==> config.mk <==
export PLATFORM = sky130hd
export DESIGN_NAME = event_packetizer_flat
export DESIGN_NICKNAME = d
export VERILOG_FILES = /design/src/rtl/event_packetizer_pkg.sv /design/src/rtl/event_packetizer_if.sv /design/src/rtl/event_packetizer_fifo.sv /design/src/rtl/event_packetizer.sv /design/src/flat_wrapper.sv
export SDC_FILE = /design/constraint.sdc
export NUM_CORES = 1
export LEC_CHECK = 0
export CORE_UTILIZATION = 55
export CTS_CLUSTER_DIAMETER = 80
export DETAILED_ROUTE_END_ITERATION = 6
export PLACE_DENSITY = 0.74
export SETUP_SLACK_MARGIN = 0.02
export SYNTH_ARGS = -nofsm -noshare
export SYNTH_HDL_FRONTEND = slang
export SYNTH_SLANG_ARGS = --single-unit
==> constraint.sdc <==
create_clock -name clk_i -period 9.4 [get_ports clk_i]
set_input_delay 0.94 -clock clk_i [delete_from_list [all_inputs] [get_ports clk_i]]
set_output_delay 0.94 -clock clk_i [all_outputs]
set_load 0.01 [all_outputs]
==> src/rtl/event_packetizer_pkg.sv <==
// rtl/event_packetizer_pkg.sv - shared address widths, packet layout and marker filler for the event packetizer
package event_packetizer_pkg;

    localparam int x_width = 4;
    localparam int y_width = 4;
    localparam int TS_WIDTH_DEF = 16;

    typedef struct packed {
        logic [TS_WIDTH_DEF-1:0] ts;
        logic [x_width-1:0]      x;
        logic [y_width-1:0]      y;
        logic                    pol;
    } event_pkt_t;

    // {x, y} filler carried by a timestamp-wrap marker packet
    localparam logic [x_width+y_width-1:0] MARKER_ADDR = '1;

    function automatic int pkt_width(input int ts_width);
        return ts_width + x_width + y_width + 1;
    endfunction

endpackage

==> src/rtl/event_packetizer_if.sv <==
// rtl/event_packetizer_if.sv - event capture and packet readout handshake bundle
interface event_packetizer_if
    import event_packetizer_pkg::*;
#(
    parameter int PKT_W = pkt_width(TS_WIDTH_DEF)
);
    logic               evt_valid;
    logic [x_width-1:0] x_add;
    logic [y_width-1:0] y_add;
    logic               pol;
    logic               pkt_valid;
    logic               pkt_ready;
    logic [PKT_W-1:0]   pkt_data;

    modport slave (
        input  evt_valid, x_add, y_add, pol, pkt_ready,
        output pkt_valid, pkt_data
    );

    modport master (
        output evt_valid, x_add, y_add, pol, pkt_ready,
        input  pkt_valid, pkt_data
    );
endinterface

==> src/rtl/event_packetizer_fifo.sv <==
// rtl/event_packetizer_fifo.sv - first-word-fall-through packet buffer (module event_fifo)
module event_fifo #(
    parameter int DEPTH = 8,
    parameter int WIDTH = 8
) (
    input  logic             clk_i,
    input  logic             reset_i,
    input  logic             push,
    input  logic [WIDTH-1:0] din,
    input  logic             pop,
    output logic [WIDTH-1:0] dout,
    output logic             full,
    output logic             empty
);
    localparam int AW = $clog2(DEPTH);

    logic [WIDTH-1:0] mem [DEPTH];
    logic [AW-1:0]    wr_ptr;
    logic [AW-1:0]    rd_ptr;
    logic [AW:0]      count;
    logic             do_push;
    logic             do_pop;

    assign empty   = (count == '0);
    assign full    = (count == (AW+1)'(DEPTH));
    assign do_pop  = pop & ~empty;
    // a full buffer still accepts when the head leaves in the same cycle
    assign do_push = push & (~full | do_pop);

    always_ff @(posedge clk_i or posedge reset_i) begin
        if (reset_i) begin
            wr_ptr <= '0;
            rd_ptr <= '0;
            count  <= '0;
        end else begin
            if (do_push) wr_ptr <= wr_ptr + AW'(1);
            if (do_pop)  rd_ptr <= rd_ptr + AW'(1);
            case ({do_push, do_pop})
                2'b10:   count <= count + (AW+1)'(1);
                2'b01:   count <= count - (AW+1)'(1);
                default: count <= count;
            endcase
        end
    end

    always_ff @(posedge clk_i) begin
        if (do_push) mem[wr_ptr] <= din;
    end

    assign dout = empty ? '0 : mem[rd_ptr];

endmodule

==> src/rtl/event_packetizer.sv <==
// rtl/event_packetizer.sv - timestamps granted events into a buffered packet stream; TS_WRAP_MARKER_EN adds wrap markers
module event_packetizer
    import event_packetizer_pkg::*;
#(
    parameter int FIFO_DEPTH = 8,
    parameter int TS_WIDTH   = 16,
    parameter int OVF_WIDTH  = 8
) (
    input  logic                 clk_i,
    input  logic                 reset_i,
    input  logic                 enable_i,
    event_packetizer_if.slave    bus,
    output logic                 fifo_full_o,
    output logic [OVF_WIDTH-1:0] ovf_cnt_o
);
    localparam int PKT_W = TS_WIDTH + x_width + y_width + 1;

    logic [TS_WIDTH-1:0]  ts_q;
    logic [OVF_WIDTH-1:0] ovf_q;
    logic                 fifo_empty;
    logic                 pop;
    logic                 evt_cap;
    logic                 push_req;
    logic                 room;
    logic                 push;
    logic                 evt_lost;
    logic [PKT_W-1:0]     push_data;
    logic [1:0]           drops;
    logic [OVF_WIDTH:0]   ovf_sum;

    assign pop     = bus.pkt_valid & bus.pkt_ready;
    assign evt_cap = bus.evt_valid & enable_i;

`ifdef TS_WRAP_MARKER_EN
    logic marker;
    // the marker takes the slot; a coincident event is lost
    assign marker    = enable_i & (&ts_q);
    assign push_req  = evt_cap | marker;
    assign evt_lost  = evt_cap & marker;
    assign push_data = marker ? {{TS_WIDTH{1'b0}}, MARKER_ADDR, 1'b0}
                              : {ts_q, bus.x_add, bus.y_add, bus.pol};
`else
    assign push_req  = evt_cap;
    assign evt_lost  = 1'b0;
    assign push_data = {ts_q, bus.x_add, bus.y_add, bus.pol};
`endif

    assign room    = ~fifo_full_o | pop;
    assign push    = push_req & room;
    assign drops   = {1'b0, push_req & ~room} + {1'b0, evt_lost};
    assign ovf_sum = {1'b0, ovf_q} + {{(OVF_WIDTH-1){1'b0}}, drops};

    always_ff @(posedge clk_i or posedge reset_i) begin
        if (reset_i) begin
            ts_q  <= '0;
            ovf_q <= '0;
        end else begin
            if (enable_i) ts_q <= ts_q + TS_WIDTH'(1);
            ovf_q <= ovf_sum[OVF_WIDTH] ? '1 : ovf_sum[OVF_WIDTH-1:0];
        end
    end

    event_fifo #(
        .DEPTH (FIFO_DEPTH),
        .WIDTH (PKT_W)
    ) u_fifo (
        .clk_i   (clk_i),
        .reset_i (reset_i),
        .push    (push),
        .din     (push_data),
        .pop     (pop),
        .dout    (bus.pkt_data),
        .full    (fifo_full_o),
        .empty   (fifo_empty)
    );

    assign bus.pkt_valid = ~fifo_empty;
    assign ovf_cnt_o     = ovf_q;

endmodule

==> src/flat_wrapper.sv <==
// flat-port wrapper written by rule: the top's interface ports become plain ports
module event_packetizer_flat import event_packetizer_pkg::*;
#(
    parameter int FIFO_DEPTH = 8,
    parameter int TS_WIDTH   = 16,
    parameter int OVF_WIDTH  = 8
)
  (clk_i, reset_i, enable_i, fifo_full_o, ovf_cnt_o, bus_evt_valid, bus_x_add, bus_y_add, bus_pol, bus_pkt_ready, bus_pkt_valid, bus_pkt_data);
  event_packetizer_if #(.PKT_W(pkt_width(16))) bus_i ();
  input  logic clk_i;
  input  logic reset_i;
  input  logic enable_i;
  output logic fifo_full_o;
  output logic [OVF_WIDTH-1:0] ovf_cnt_o;
  input wire logic [$bits(bus_i.evt_valid)-1:0] bus_evt_valid;
  input wire logic [$bits(bus_i.x_add)-1:0] bus_x_add;
  input wire logic [$bits(bus_i.y_add)-1:0] bus_y_add;
  input wire logic [$bits(bus_i.pol)-1:0] bus_pol;
  input wire logic [$bits(bus_i.pkt_ready)-1:0] bus_pkt_ready;
  output wire logic [$bits(bus_i.pkt_valid)-1:0] bus_pkt_valid;
  output wire logic [$bits(bus_i.pkt_data)-1:0] bus_pkt_data;
  assign bus_i.evt_valid = bus_evt_valid;
  assign bus_i.x_add = bus_x_add;
  assign bus_i.y_add = bus_y_add;
  assign bus_i.pol = bus_pol;
  assign bus_i.pkt_ready = bus_pkt_ready;
  assign bus_pkt_valid = bus_i.pkt_valid;
  assign bus_pkt_data = bus_i.pkt_data;
  event_packetizer #(.FIFO_DEPTH(FIFO_DEPTH), .TS_WIDTH(TS_WIDTH), .OVF_WIDTH(OVF_WIDTH)) u_core (.clk_i(clk_i), .reset_i(reset_i), .enable_i(enable_i), .bus(bus_i), .fifo_full_o(fifo_full_o), .ovf_cnt_o(ovf_cnt_o));
endmodule
# --- After elaboration in Yosys (flattened, before gate mapping) ---
# Memories as Yosys holds them, arrays and structs flattened.
# Index checks and enable logic that the tools add are counted.
word_totals:
  elab_cells: 33
  input_bits: 14
  n_memories: 1
  reg_bits: 34
  ramBits: 200
mem_list:
  columns: ["memory", "words", "word_bits", "rd", "rd_ports_with_merged_regs", "wr", "line", "rtl"]
  rows:
  - ["u_core.u_fifo.mem", 8, 25, 1, 0, 1, "event_packetizer_fifo.sv:17", "logic [WIDTH-1:0] mem [DEPTH];"]
classes:
  bitwise: 11
  mux: 5
  eq_ne: 3
  reduce_logical: 2
  add_sub_neg: 6
op_table:
  columns: ["operator", "n"]
  rows:
  - ["$mux 25", 1]
  - ["$add 16x1->16 const B", 1]
  - ["$add 8x1->9", 1]
  - ["$mux 8", 1]
  - ["$pmux 4 s2", 1]
  - ["$add 3x1->3 const B", 2]
  - ["$and 1x1->1", 6]
  - ["$add 4x1->4 const B", 1]
  - ["$eq 4x4->1 const B", 1]
  - ["$logic_not 4->1", 1]
  - ["$sub 4x1->4 const B", 1]
  - ["$not 1->1", 3]
  - ["$eq 2x1->1 const B", 1]
  - ["$eq 2x2->1 const B", 1]
  - ["$mux 1", 2]
  - ["$or 1x1->1", 2]
  - ["$reduce_bool 2->1", 1]

# --- Longest topological paths before layout ---
depth:
  ltp_word: 8
  ltp_mapped: 12
  depth_no_buf: 10

# --- By module ---
# A second synthesis with hierarchy kept.
hier_totals:
  cells_unflattened: 493
  hier_area_um2: 9379.0
by_module_without_submodules:
  columns: ["module", "area_per_inst_um2", "n_inst", "cells_each", "seq_area_each_um2"]
  rows:
  - ["event_fifo", 8245.4, 1, 389, 6256.0]
  - ["event_packetizer", 1133.6, 1, 104, 600.6]

# --- Least setup slack after synthesis ---
# Ideal clock, no wire load.
synth_timing:
  kind: "input to register"
  start: "input port enable_i"
  end: "memory u_core.u_fifo.mem[1][0] (netlist bit) (enable)"
  path_slack_ns: 5.255
  required_ns: 8.930
  t_arrival_ns: 3.674
  path_stages: 3
  path_buffers: 1
  setup_time_ns: 0.470
  path_cell_list: "buf_2 > nand2_1 > nor4_1"
synth_between:
  elab_chain_len: 5
synth_lines:
  columns: ["element", "line", "rtl"]
  rows:
  - ["from (decl)", "flat_wrapper.sv:12", "input logic enable_i;"]
  - ["$and 1x1->1", "event_packetizer.sv:32", "assign evt_cap = bus.evt_valid & enable_i;"]
  - ["$and 1x1->1", "event_packetizer.sv:49", "assign push = push_req & room;"]
  - ["$and 1x1->1", "event_packetizer_fifo.sv:28", "assign do_push = push & (~full | do_pop);"]
  - ["$mux 1", "event_packetizer_fifo.sv:47", "if (do_push) mem[wr_ptr] <= din;"]
  - ["$mux 1 (implied by the code)", "event_packetizer_fifo.sv:47", null]
  - ["to (decl)", "event_packetizer_fifo.sv:17", null]
# Every way passes these cells.

# --- Final worst setup path ---
layout_timing:
  start: "register u_core.u_fifo.rd_ptr[0]"
  end: "output port bus_pkt_data[10]"
layout_between:
  elab_chain_len: 2
layout_lines:
  columns: ["element", "line", "rtl"]
  rows:
  - ["from (decl)", "event_packetizer_fifo.sv:19", "logic [AW-1:0] rd_ptr;"]
  - ["from (signal assigned)", "event_packetizer_fifo.sv:37", "if (do_pop) rd_ptr <= rd_ptr + AW'(1);"]
  - ["$mem_v2 8x25", null, null]
  - ["$mux 25", "event_packetizer_fifo.sv:50", "assign dout = empty ? '0 : mem[rd_ptr];"]
  - ["to (decl)", "flat_wrapper.sv:21", "output wire logic [$bits(bus_i.pkt_data)-1:0] bus_pkt_data;"]
# Every way passes these cells.

==> metrics.yaml <==
clk_latency_ns: 0.50
cts_resized: 0
regArea_mm2: 0.00686
synth_top_cell_by_area: "edfxtp_1"
placed_cells: 707
worst_r2r_path_depth: 10
diodes: 0
path_clk_slew_ns: 0.06
cts_tree: "built"
clock-skew-final_ns: 0.0145
ir_worst_vdd_v: 0.000202
synth_mux_area_frac: 0.128
synth_area_leaders: "edfxtp_1 65%, mux4_2 12%, dfrtp_1 9.3%"
post_layout_nonfiller_instances: 748
synth_compound_area_frac: 0.0303
drive_gt1_frac: 0.199
start_util: 0.571
die_h_um: 131
port_buffers: 48
drt.antenna.violating_nets: 0
drt-initial-drc-count: 355
clockBufferDepth: 3
timing.rr.end: "u_core.u_fifo.count[2]"
fp.coreArea_mm2: 0.0161
place_hpwl_mm: 9.22
post-cts-setup-buffer-count: 0
finalHoldWorstSlack_ns: 0.513
worst_slack_ns: 5.43
rsz0062_at_grt: "false"
multi_input_comb_area_mm2: 0.00218
grt_usage: 0.200
firstDrtPassIters: 4
synth_nets: 475
crit_fanout: 52
design_area_mm2: 0.0106
dpl_cell_area_mm2: 0.00990
yosysWarningCount: 0
netlist_area_mm2: 0.00917
num_vias: 4452
cts_sinks: 234
synth_edf_count: 200
power.leakage_nw: 3.60
end_kind: "output port"
dieArea_mm2: 0.0172
numCtsBuffers: 23
vias_per_cell: 5.95
synthFlopType: "edfxtp_1"
htreeDepth: 1
hold_path_class: "flip-flop to flip-flop"
rrSetupSlack_ns: 6.72
finalPower_mw: 3.22
antenna_found_initial: 0
synthArstFlopShare: 0.145
slew_viol_final: 0
grt_pass1_wl_mm: 26.0
finalCritPeriodShare: 0.422
synth.distinct_cells: 37
nFillCells: 1027
synth_xor_area_frac: 0.0248
criticalPathCategory: "flip-flop to output port"
pin_count: 49
drc_errors: 0
synth_most_common_cell: "edfxtp_1"
synth_top_family_by_area: "multiplexers"
grt_overflow_total: 0
syn_inst: 453
synth_fa_ha_area_frac: 0.0109
setup_violations: 0
final_util: 0.662
avgSynthCellArea_um2: 20.2
fin_crit_ns: 3.97
finalHoldViolCount: 0
gp_congestion: 0.731
maxCapViolations: 0
pre_cts_ws_ns: 5.67
cts-root-buf: "clkbuf_16"
required_ns: 8.46
crit_end: "bus_pkt_data[10]"
status: "complete, no violations"
max_freq_mhz: 252
tns_ns: 0
cp-startpoint: "u_core.u_fifo.rd_ptr[0]"
cts-hold-fix-buffers: 0
reg2reg_from: "u_core.u_fifo.count[1]"
tightest_slew_ns: 1.05
die_width_um: 131
synth_common_cells: "200 x edfxtp_1, 50 x mux4_2, 34 x dfrtp_1"
powerDensity_mw_per_mm2: 303
grt_max_degree: 53
wl_per_cell_um: 22.2
nNetsFinal: 538
area_growth_pct: 15.9
arrival_ns: 3.03
synth_seq_cells: 234
critPathLaunchType: "flip-flop"
ys_seq_area_frac: 0.748
routed_wl_mm: 16.6
rows: 46
max_slew_margin: 0.299
synth_top_cell_area_share: 0.655
first_global_vias: 4749
synthSimpleGateAreaFrac: 0.0391
-- cell families after synthesis --
logic type,count (synthesis)
muxes,54
xor gates and xnor gates,26
and+or+nand+nor,68
buffers and inverters,28
DFF,234
AOI/OAI and AO/OA,35
adders and majority gates,8
-- sequential cells by signal (all words and copies together), names as in the netlist --
name / count
u_core.ovf_cnt_o: 8
u_core.ts_q: 16
u_core.u_fifo.count: 4
u_core.u_fifo.mem: 200
u_core.u_fifo.rd_ptr: 3
u_core.u_fifo.wr_ptr: 3
-- how the worst min path moves through the flow --
stage                           startpoint                endpoint  slack (ns)  depth (start not counted)
finish              u_core.u_fifo.count[3]  u_core.u_fifo.count[3]        0.51                          1
CTS                 u_core.u_fifo.count[3]  u_core.u_fifo.count[3]        0.51                          1
detailed placement  u_core.u_fifo.count[3]  u_core.u_fifo.count[3]        0.50                          1
global placement    u_core.u_fifo.count[3]  u_core.u_fifo.count[3]        0.48                          1
floorplan           u_core.u_fifo.count[3]  u_core.u_fifo.count[3]        0.46                          1
global route        u_core.u_fifo.count[3]  u_core.u_fifo.count[3]        0.51                          1
-- worst max-delay path, stage by stage, from the launching register on --
cell and delay [ns]:
dfrtp_4 1.13, mux4_2 0.63, a22o_1 0.27, clkdlybuf4s50_1 0.48
-- report_power, final --
group          leakage (nW)  internal [mW]  switching (mW)
Clock                 0.352          0.529           0.355
Combinational          1.01          0.515           0.384
Sequential             2.24           1.27           0.163
-- final cells by class --
cell class                 instances  area share
sequential                       234       0.646
clock buffer                      28      0.0559
tap                              216      0.0254
timing repair buffer              60      0.0537
multi-input combinational        191       0.205
clock inverter                    13      0.0122
inverter                           6     0.00212
-- routing by layer --
metal,GRT usage,up-vias,share of wire
met5,0,-,0
met4,0.0569,0,0.018
met3,0.0278,24,0.041
met2,0.347,121,0.52
met1,0.267,2343,0.42
li1,-,1964,-
-- cell usage in the layout, fill, tap and decap left out, types with 2 or more instances in the layout --
cell type and instances:
nor2_1 9, nor4_2 3, ha_1 8, o21ai_0 2
inv_1 6, bufinv_16 3, nand2b_1 4, nand4_1 7
clkbuf_1 5, clkinv_2 2, a31oi_1 2, nor3_2 4
clkinv_1 8, a22o_1 25, clkbuf_16 23, xor2_1 8
xnor2_1 18, mux4_2 50, and3_1 2, nor3_1 2
clkdlybuf4s50_1 48, dfrtp_1 32, buf_4 12, mux2_2 3
nand2_1 18, nand3_1 10, a21oi_1 3, edfxtp_1 200
Note: power is estimated with default switching activity, not from simulation.
